File: src/rtl/alu_pkg.sv
// Shared opcode, state and classification definitions for the sequential ALU.
package alu_pkg;

  localparam logic [3:0] OP_ADD  = 4'h0;
  localparam logic [3:0] OP_SUB  = 4'h1;
  localparam logic [3:0] OP_MUL  = 4'h2;
  localparam logic [3:0] OP_DIV  = 4'h3;
  localparam logic [3:0] OP_MOD  = 4'h4;
  localparam logic [3:0] OP_INC  = 4'h5;
  localparam logic [3:0] OP_DEC  = 4'h6;
  localparam logic [3:0] OP_SHR  = 4'h7;
  localparam logic [3:0] OP_SHL  = 4'h8;
  localparam logic [3:0] OP_AND  = 4'h9;
  localparam logic [3:0] OP_OR   = 4'hA;
  localparam logic [3:0] OP_XOR  = 4'hB;
  localparam logic [3:0] OP_XNOR = 4'hC;
  localparam logic [3:0] OP_NAND = 4'hD;
  localparam logic [3:0] OP_NOR  = 4'hE;
  localparam logic [3:0] OP_NOT  = 4'hF;

  typedef enum logic [1:0] {
    S_IDLE = 2'd0,
    S_BUSY = 2'd1,
    S_DONE = 2'd2
  } state_t;

  function automatic logic is_multi(input logic [3:0] op);
    return (op == OP_MUL) || (op == OP_DIV) || (op == OP_MOD);
  endfunction

  function automatic logic is_divmod(input logic [3:0] op);
    return (op == OP_DIV) || (op == OP_MOD);
  endfunction

endpackage

File: src/rtl/alu_seq_if.sv
// Operand/result port bundle of the sequential ALU.
// Handshake: a beat transfers on a rising edge where valid and ready are both
// high; valid and its payload stay stable until that edge, ready may change freely.
interface alu_seq_if #(parameter int WIDTH = 8) ();
  logic                 in_valid;
  logic                 in_ready;
  logic [WIDTH-1:0]     a;
  logic [WIDTH-1:0]     b;
  logic [3:0]           op;
  logic                 out_valid;
  logic                 out_ready;
  logic [2*WIDTH-1:0]   y;
  logic                 zero;
  logic                 err;

  modport master (
    output in_valid, a, b, op, out_ready,
    input  in_ready, out_valid, y, zero, err
  );

  modport slave (
    input  in_valid, a, b, op, out_ready,
    output in_ready, out_valid, y, zero, err
  );
endinterface

File: src/rtl/alu_iter_unit.sv
// Iterative shift-add multiplier and restoring divider sharing one 2*WIDTH
// accumulator (product / {remainder, quotient}) and one step counter.
module alu_iter_unit
  import alu_pkg::*;
#(
  parameter int WIDTH = 8
) (
  input  logic               clk,
  input  logic               rst,
  input  logic               start,
  input  logic [3:0]         mode,
  input  logic [WIDTH-1:0]   a,
  input  logic [WIDTH-1:0]   b,
  output logic               done,
  output logic [2*WIDTH-1:0] result
);

  localparam int CW = (WIDTH > 2) ? $clog2(WIDTH) : 1;

  logic [2*WIDTH-1:0] acc;
  logic [WIDTH-1:0]   a_r;
  logic [WIDTH-1:0]   b_r;
  logic [3:0]         mode_r;
  logic [CW-1:0]      cnt;
  logic               active;

  logic [WIDTH:0]     mul_sum;
  logic [2*WIDTH-1:0] mul_next;
  logic [WIDTH:0]     rem_sh;
  logic [WIDTH+1:0]   trial;
  logic [2*WIDTH-1:0] div_next;

  // Multiplier sits in the low half and shifts out as product bits shift in.
  assign mul_sum  = {1'b0, acc[2*WIDTH-1:WIDTH]} + (acc[0] ? {1'b0, a_r} : '0);
  assign mul_next = {mul_sum, acc[WIDTH-1:1]};

  // Remainder needs one extra bit after the shift before the trial subtract.
  assign rem_sh   = {acc[2*WIDTH-1:WIDTH], acc[WIDTH-1]};
  assign trial    = {1'b0, rem_sh} - {2'b00, b_r};
  assign div_next = trial[WIDTH+1] ? {rem_sh[WIDTH-1:0], acc[WIDTH-2:0], 1'b0}
                                   : {trial[WIDTH-1:0],  acc[WIDTH-2:0], 1'b1};

  always_ff @(posedge clk) begin
    if (rst) begin
      acc    <= '0;
      a_r    <= '0;
      b_r    <= '0;
      mode_r <= OP_MUL;
      cnt    <= '0;
      active <= 1'b0;
    end else if (start) begin
      a_r    <= a;
      b_r    <= b;
      mode_r <= mode;
      acc    <= (mode == OP_MUL) ? {{WIDTH{1'b0}}, b} : {{WIDTH{1'b0}}, a};
      cnt    <= CW'(WIDTH - 1);
      active <= 1'b1;
    end else if (active) begin
      acc <= (mode_r == OP_MUL) ? mul_next : div_next;
      if (cnt == '0) active <= 1'b0;
      else           cnt    <= cnt - 1'b1;
    end
  end

  assign done = active && (cnt == '0);

  always_comb begin
    result = '0;
    case (mode_r)
      OP_MUL:  result = acc;
      OP_DIV:  result = {{WIDTH{1'b0}}, acc[WIDTH-1:0]};
      default: result = {{WIDTH{1'b0}}, acc[2*WIDTH-1:WIDTH]};
    endcase
  end

endmodule

File: src/rtl/alu_seq.sv
// Handshaked sequential ALU: FSM, operand capture, single-cycle datapath and
// registered result/flags; MUL/DIV/MOD are delegated to alu_iter_unit.
module alu_seq
  import alu_pkg::*;
#(
  parameter int WIDTH = 8
) (
  input  logic      clk,
  input  logic      rst,
  alu_seq_if.slave  bus,
  output state_t    dbg_state
);

  state_t             state;
  logic [WIDTH-1:0]   a_q;
  logic [WIDTH-1:0]   b_q;
  logic [3:0]         op_q;
  logic               out_valid_q;
  logic [2*WIDTH-1:0] y_q;
  logic               zero_q;
  logic               err_q;

  logic               in_div0;
  logic               q_div0;
  logic               start;
  logic               iter_done;
  logic [2*WIDTH-1:0] iter_result;
  logic [WIDTH:0]     ext_a;
  logic [WIDTH:0]     ext_b;
  logic [2*WIDTH-1:0] single_y;
  logic [2*WIDTH-1:0] res_n;

  assign in_div0 = is_divmod(bus.op) && (bus.b == '0);
  assign q_div0  = is_divmod(op_q) && (b_q == '0);
  assign start   = (state == S_IDLE) && bus.in_valid && is_multi(bus.op) && !in_div0;

  alu_iter_unit #(.WIDTH(WIDTH)) u_iter (
    .clk    (clk),
    .rst    (rst),
    .start  (start),
    .mode   (bus.op),
    .a      (bus.a),
    .b      (bus.b),
    .done   (iter_done),
    .result (iter_result)
  );

  assign ext_a = {1'b0, a_q};
  assign ext_b = {1'b0, b_q};

  always_comb begin
    single_y = '0;
    case (op_q)
      OP_ADD:  single_y = {{(WIDTH-1){1'b0}}, ext_a + ext_b};
      OP_SUB:  single_y = {{(WIDTH-1){1'b0}}, ext_a - ext_b};
      OP_INC:  single_y = {{(WIDTH-1){1'b0}}, ext_a + 1'b1};
      OP_DEC:  single_y = {{(WIDTH-1){1'b0}}, ext_a - 1'b1};
      OP_SHR:  single_y = {{(WIDTH+1){1'b0}}, a_q[WIDTH-1:1]};
      OP_SHL:  single_y = {{(WIDTH-1){1'b0}}, a_q, 1'b0};
      OP_AND:  single_y = {{WIDTH{1'b0}}, a_q & b_q};
      OP_OR:   single_y = {{WIDTH{1'b0}}, a_q | b_q};
      OP_XOR:  single_y = {{WIDTH{1'b0}}, a_q ^ b_q};
      OP_XNOR: single_y = {{WIDTH{1'b0}}, ~(a_q ^ b_q)};
      OP_NAND: single_y = {{WIDTH{1'b0}}, ~(a_q & b_q)};
      OP_NOR:  single_y = {{WIDTH{1'b0}}, ~(a_q | b_q)};
      OP_NOT:  single_y = {{WIDTH{1'b0}}, ~a_q};
      default: single_y = '0;
    endcase
  end

  // Divide-by-zero saturates the quotient and passes the dividend as remainder.
  always_comb begin
    res_n = single_y;
    if (q_div0)
      res_n = (op_q == OP_DIV) ? {{WIDTH{1'b0}}, {WIDTH{1'b1}}} : {{WIDTH{1'b0}}, a_q};
    else if (is_multi(op_q))
      res_n = iter_result;
  end

  always_ff @(posedge clk) begin
    if (rst) begin
      state       <= S_IDLE;
      a_q         <= '0;
      b_q         <= '0;
      op_q        <= OP_ADD;
      out_valid_q <= 1'b0;
      y_q         <= '0;
      zero_q      <= 1'b0;
      err_q       <= 1'b0;
    end else begin
      case (state)
        S_IDLE: begin
          if (bus.in_valid) begin
            a_q   <= bus.a;
            b_q   <= bus.b;
            op_q  <= bus.op;
            state <= start ? S_BUSY : S_DONE;
          end
        end
        S_BUSY: begin
          if (iter_done) state <= S_DONE;
        end
        S_DONE: begin
          // First DONE cycle registers the result; it then holds until taken.
          if (!out_valid_q) begin
            y_q         <= res_n;
            zero_q      <= (res_n == '0);
            err_q       <= q_div0;
            out_valid_q <= 1'b1;
          end else if (bus.out_ready) begin
            out_valid_q <= 1'b0;
            state       <= S_IDLE;
          end
        end
        default: state <= S_IDLE;
      endcase
    end
  end

  assign bus.in_ready  = (state == S_IDLE);
  assign bus.out_valid = out_valid_q;
  assign bus.y         = y_q;
  assign bus.zero      = zero_q;
  assign bus.err       = err_q;
  assign dbg_state     = state;

endmodule

File: src/flat_wrapper.sv
// flat-port wrapper written by rule: the top's interface ports become plain ports
module alu_seq_flat import alu_pkg::*;
#(
  parameter int WIDTH = 8
)
  (clk, rst, dbg_state, bus_in_valid, bus_a, bus_b, bus_op, bus_out_ready, bus_in_ready, bus_out_valid, bus_y, bus_zero, bus_err);
  alu_seq_if #(.WIDTH(WIDTH)) bus_i ();
  input  logic clk;
  input  logic rst;
  output state_t dbg_state;
  input wire logic [$bits(bus_i.in_valid)-1:0] bus_in_valid;
  input wire logic [$bits(bus_i.a)-1:0] bus_a;
  input wire logic [$bits(bus_i.b)-1:0] bus_b;
  input wire logic [$bits(bus_i.op)-1:0] bus_op;
  input wire logic [$bits(bus_i.out_ready)-1:0] bus_out_ready;
  output wire logic [$bits(bus_i.in_ready)-1:0] bus_in_ready;
  output wire logic [$bits(bus_i.out_valid)-1:0] bus_out_valid;
  output wire logic [$bits(bus_i.y)-1:0] bus_y;
  output wire logic [$bits(bus_i.zero)-1:0] bus_zero;
  output wire logic [$bits(bus_i.err)-1:0] bus_err;
  assign bus_i.in_valid = bus_in_valid;
  assign bus_i.a = bus_a;
  assign bus_i.b = bus_b;
  assign bus_i.op = bus_op;
  assign bus_i.out_ready = bus_out_ready;
  assign bus_in_ready = bus_i.in_ready;
  assign bus_out_valid = bus_i.out_valid;
  assign bus_y = bus_i.y;
  assign bus_zero = bus_i.zero;
  assign bus_err = bus_i.err;
  alu_seq #(.WIDTH(WIDTH)) u_core (.clk(clk), .rst(rst), .bus(bus_i), .dbg_state(dbg_state));
endmodule
File: config.mk
export PLATFORM = sky130hd
export DESIGN_NAME = alu_seq_flat
export DESIGN_NICKNAME = d
export VERILOG_FILES = /design/src/rtl/alu_pkg.sv /design/src/rtl/alu_seq_if.sv /design/src/rtl/alu_iter_unit.sv /design/src/rtl/alu_seq.sv /design/src/flat_wrapper.sv
export SDC_FILE = /design/constraint.sdc
export NUM_CORES = 1
export LEC_CHECK = 0
export ABC_AREA = 1
export BUFFER_PORTS_ARGS = -buffer_cell sky130_fd_sc_hd__buf_2
export CAP_MARGIN = 20
export CORE_ASPECT_RATIO = 1.75
export CORE_MARGIN = 2
export CORE_UTILIZATION = 55
export CTS_BUF_LIST = sky130_fd_sc_hd__clkbuf_16
export DETAILED_ROUTE_END_ITERATION = 8
export MAX_ROUTING_LAYER = met4
export PLACE_DENSITY = 0.77
export SLEW_MARGIN = 40
export SYNTH_ARGS = -nofsm -noshare
export SYNTH_HDL_FRONTEND = slang
export SYNTH_SLANG_ARGS = --single-unit
File: constraint.sdc
create_clock -name clk -period 2.37 [get_ports clk]
set_input_delay 0.237 -clock clk [delete_from_list [all_inputs] [get_ports clk]]
set_output_delay 0.237 -clock clk [all_outputs]
set_load 0.02 [all_outputs]
# Yosys cells after proc, flatten, opt, wreduce, memory -nomap -nowiden
# Cells that the tools add are included.
# word_totals
regBits,81
latchBits,0
ram_bits,0
rom_bits,0
inputBits,24
out_inout_bits,22
memories,0
# op_classes
n_addsub,7
n_mul,0
div_mod_pow,0
n_lt_le_gt_ge,0
eq_ne,27
n_shift,0
mux,25
n_bitwise,8
n_reduce_logical,24
# ops
op,count
case mux 9 bit (13 select lines),1
two-way mux 16 bit,6
"== test 4 bit, second input constant",8
inverter 8 bit,4
case mux 16 bit (2 select lines),1
"== test 4 x 2 -> 1 bit, second input constant",6
two-way mux 8 bit,3
"== test 4 x 3 -> 1 bit, second input constant",5
zero test 16 bit,1
zero test 8 bit,2
two-way mux 2 bit,5
subtractor 9 x 8 -> 10 bit,1
"adder 8 x 1 -> 9 bit, second input constant",1
adder 8 x 8 -> 9 bit,1
adder 8 x 9 -> 9 bit,1
two-way mux 3 bit,3
"subtractor 8 x 1 -> 9 bit, second input constant",1
subtractor 8 x 8 -> 9 bit,1
bitwise AND 8 bit,1
OR 8 bit,1
XOR 8 bit,1
logical AND 1 bit,6
logical OR 1 bit,6
"!= test 2 x 1 -> 1 bit, second input constant",3
15 further kinds,22

# Depth between registers and ports, before layout
# logic_depth
ltp_word,8
depth_mapped,21
ltp_nobuf,21

# Modules after synthesis
# Synthesis repeated with hierarchy kept, for this count alone.
# hier_totals
hier_cells,1024
area_unflattened_um2,6269.8
# modules_own_cells
mod,instances,cells_each,area_each_um2,seq_area_each_um2
alu_seq,1,573,3392.0,820.8
alu_iter_unit,1,451,2877.8,800.8

# Worst setup path after synthesis
# No wires, ideal clock.
# synth_timing
path_kind,register to register
from,register u_core.op_q[0]
to,register u_core.zero_q (netlist: u_core.bus.zero)
setup_ps,70
arrival_ps,2462
required_ps,2300
slack_ps,-162
stages_incl_launch_ff,20
cell_sequence,dfxtp_1 -> inv_1 -> nor2_1 -> nand2_1 -> nand2_1 -> o22ai_1 -> fa_1 -> nand3_1 -> nand3_1 -> nand2_1 -> nand2_1 -> inv_1 -> nand2_1 -> nand3_1 -> nand2_1 -> nand2_1 -> nand2_1 -> nor2_1 -> nand3_1 -> a21oi_1
# synth_via
elab_chain_cells,6
# synth_rtl
item,line,rtl
start: declaration,alu_seq.sv:17,logic [3:0] op_q;
start signal: assignment,alu_seq.sv:96,op_q <= bus.op;
"parallel branches: the longest is 4 deep, another holds two-way mux 16 bit",n/a,
two-way mux 16 bit *,alu_seq.sv:74,if (q_div0)
zero test 16 bit *,alu_seq.sv:107,zero_q <= (res_n == '0);
end signal: assignment,alu_seq.sv:107,
end: declaration,alu_seq.sv:20,logic zero_q;
# Every way passes the cells marked *.
# A chain may end at the register's enable or synchronous reset.

# Final worst setup path
# layout_timing
from,register u_core.op_q[1]
to,register u_core.zero_q (netlist: u_core.bus.zero)
# The elaborated chain is that of the path after synthesis.

==> summary.md <==
| Metric | Value |
|---|---|
| Status | `finished, violations left` |
| Failing checks | `setup timing` |
| Switch share | `0.392` |
| Initial core utilization | `0.564` |
| Crit Reg-Reg Startpoint | `u_core.op_q[1]` |
| Port Buffer Count | `45` |
| N_diodes | `0` |
| Pleak | `0.00386 uW` |
| Fillcell total | `862` |
| Final setup fails | `5` |
| CTS tree | `done` |
| Int Power | `3530 uW` |
| DRC Markers | `0` |
| Clock skew | `0.00888 ns` |
| Synthesized area | `5990 um2` |
| Global-route wire length before repair | `34900 um` |
| Grt ovf | `0` |
| WHS | `0.217 ns` |
| P&R area growth vs syn | `35.5%` |
| Crit path launch type | `register` |
| Fin nets | `1164` |
| Crit path max fanout | `6` |
| Die Area | `11800 um2` |
| Async set or reset register ratio after synthesis | `0` |
| Ports | `46` |
| Fin. Hold Viols | `0` |
| RSZ-0062 raised after global routing | `yes` |
| Critical path required time | `2.65 ns` |
| Library cells used by synthesis | `40` |
| Yosys top cell area share | `0.271` |
| Fmax | `0.393 GHz` |
| Die Span Y | `142 um` |
| Number of core rows | `50` |
| Clock buffer count from CTS | `9` |
| Switching Power | `2280 uW` |
| Storage element area | `1640 um2` |
| Cells after DPL | `1190` |
| Worst-Margin Slew | `0.629 ns` |
| Via/cell ratio | `5.75` |
| Slew Viols, Final | `0` |
| Routed WL per cell | `18.8 um` |
| 1st-pass router iterations | `6` |
| Main flop type after synthesis | `dfxtp_1` |
| Largest cells by area after synthesis | `dfxtp_1, nand2_1, ha_1` |
| FF-to-FF path depth | `16` |
| Post-synthesis sequential area ratio | `0.271` |
| Yosys top cell by area | `dfxtp_1` |
| Synthesized flop and latch total | `81` |
| FF-to-FF setup slack | `-0.18 ns` |
| Syn Nets | `1024` |
| DIE WIDTH | `82.9 um` |
| Core area | `10600 um2` |
| Max cap viols | `0` |
| Root buffer cell | `clkbuf_16` |
| Gate power share | `0.483` |
| Worst Hold Depth | `3` |
| Reg power frac | `0.276` |
| Hold EP | `u_core.u_iter.a_r[0]` |
| Layout cells sized above 1 | `0.291` |
| H-tree depth | `3` |
| Post-DP HPWL | `17400 um` |
| Post-DRT Antenna Nets | `0` |
| Kind of critical path | `reg2reg` |
| Fin Setup TNS | `-0.396 ns` |
| Number of synthesized flops with an enable pin | `0` |
| Final critical-path required period | `2.55 ns` |
| Peak VDD IR | `570 uV` |
| Worst Setup End Kind | `register` |
| Most frequent cells after synthesis | `nand2_1, inv_1, nor2_1, a21oi_1, o21ai_0` |
| Final Wtd Congestion | `1.01` |
| Synthesis Warnings | `0` |
| Clock Pin Slew Worst Setup and Hold Paths | `0.07 ns` |
| Final non-filler cell total | `1229` |
| Worst-Skew Late Latency | `0.34 ns` |
| Crit path arrival time | `2.83 ns` |
| Vias in the first global route | `6833` |
| Antenna violations before repair | `0` |
| Final worst path period share | `1.07` |
| 1st-iter DRT viols | `423` |
| Final WS setup | `-0.178 ns` |
| Pin count of the biggest net entering global routing | `41` |
| Total track usage | `0.394` |
| Pwr dens | `715 nW/um2` |
| Cells after synthesis | `954` |
| Final wirelength | `23100 um` |
| Hold buffers post-CTS | `0` |
| Mapped Avg Cell Area | `6.28 um2` |
| CTS sink cnt | `81` |
| HP Start | `bus_a[0]` |
| Area of the multi-input gates | `4380 um2` |
| Slew headroom | `0.579` |
| Top-count cell post-synth | `nand2_1` |
| Hold crit path type | `in2reg` |
| Vias | `7065` |
| Clock share of power | `0.241` |
| Reg-to-Reg End | `u_core.bus.zero` |
| Clk buf depth | `2` |
[power groups by stage]
stage	logic, uW	registers [uW]	clock network [uW]
detailed placement	2060	1610	0
floorplan	1150	1650	0
CTS	2250	1590	1410
global placement	2050	1610	0
finish	2810	1600	1400
global route	3030	1610	1450
[critical path, cell delays in order (launching register included)]
cell and delay, ns:
dfxtp_4 0.38, inv_2 0.05, nand2_2 0.06, nand2_2 0.07, nand2_4 0.07, nand2_4 0.10
buf_12 0.15, o22ai_4 0.24, fa_2 0.48, a21boi_0 0.15, nor2_1 0.14, nand3_2 0.09
nand2_2 0.10, nand3_2 0.08, nor2_2 0.11, nand3_1 0.09, a21oi_2 0.11
[worst max path at each step]
stage	start	to	slack, ns	depth (start not counted)
after floorplan	u_core.op_q[0]	u_core.bus.zero	0.003	17
after global placement	u_core.b_q[0]	u_core.bus.zero	-0.23	21
after detailed placement	u_core.b_q[0]	u_core.bus.zero	-0.32	21
after CTS	u_core.b_q[3]	u_core.bus.zero	-0.22	19
after global routing	u_core.b_q[1]	u_core.bus.zero	-0.38	18
final	u_core.op_q[1]	u_core.bus.zero	-0.18	16
[routing by layer]
layer,GRT usage,share of wire,up-vias
li1,-,-,3408
met5,-,0,-
met2,0.721,0.52,239
met4,0.342,0.11,0
met3,0.0487,0.035,150
met1,0.352,0.33,3268
[repair_timing]
item / CTS / global route
setup buffers: 14 / 13
gates cloned: 0 / 0
resized for setup: 41 / 131
setup endpoints to repair: 9 / 14
pin swaps: 34 / 56
[cells in the final DEF (no fill, tap or decap), types with 10 or more instances in the layout]
master    netlist  routed
nor2_2          2      10
buf_6           5      14
dfxtp_1        81      72
o21ai_1         6      12
o211ai_1       12      12
inv_2           5      16
nand4_1        12      12
inv_1         123     109
o22ai_1        13      10
a21oi_2         0      13
nand2_2         7      31
buf_2           2      45
buf_4           1      95
a21oi_1        85      71
ha_1           43      34
nor2_1         97      82
nand3_1        53      37
nand3_2         0      12
nand2_1       243     212
o21ai_0        85      77
[stage by stage]
step / cell area (um2) / setup WS [ns] / util / power (uW)
after floorplan: 6030 / 0.00262 / - / 2790
after global placement: 6960 / -0.234 / 0.654 / 3650
after detailed placement: 6960 / -0.317 / 0.654 / 3670
after CTS: 7530 / -0.224 / 0.708 / 5240
after global routing: 8130 / -0.382 / 0.764 / 6100
final: 8130 / -0.178 / 0.764 / 5810
[cell type report]
type	count	area share
Inverter	129	0.0605
Timing Repair Buffer	157	0.142
Multi-Input combinational cell	716	0.539
Clock buffer	9	0.0277
Tap cell	130	0.0200
Clock inverter	7	0.00862
Sequential cell	81	0.202
[sequential cells by signal (all words and copies together) (netlist names)]
signal	cells
u_core.a_q	8
u_core.b_q	8
u_core.bus.err	1
u_core.bus.out_valid	1
u_core.bus.y	16
u_core.bus.zero	1
u_core.dbg_state	2
u_core.op_q	4
u_core.u_iter.a_r	8
u_core.u_iter.acc	16
u_core.u_iter.active	1
u_core.u_iter.b_r	8
u_core.u_iter.cnt	3
u_core.u_iter.mode_r	4
[cell families (layout without fill, tap and decap cells)]
group	count (synthesis)	after routing	share of synthesized area
buf+inv	157	302	0.107
compound gates	216	216	0.194
flops	81	81	0.271
xor+xnor	8	8	0.0117
simple gates	446	446	0.317
fa+ha+maj	46	46	0.0998
Power figures use the tool's default switching activity.
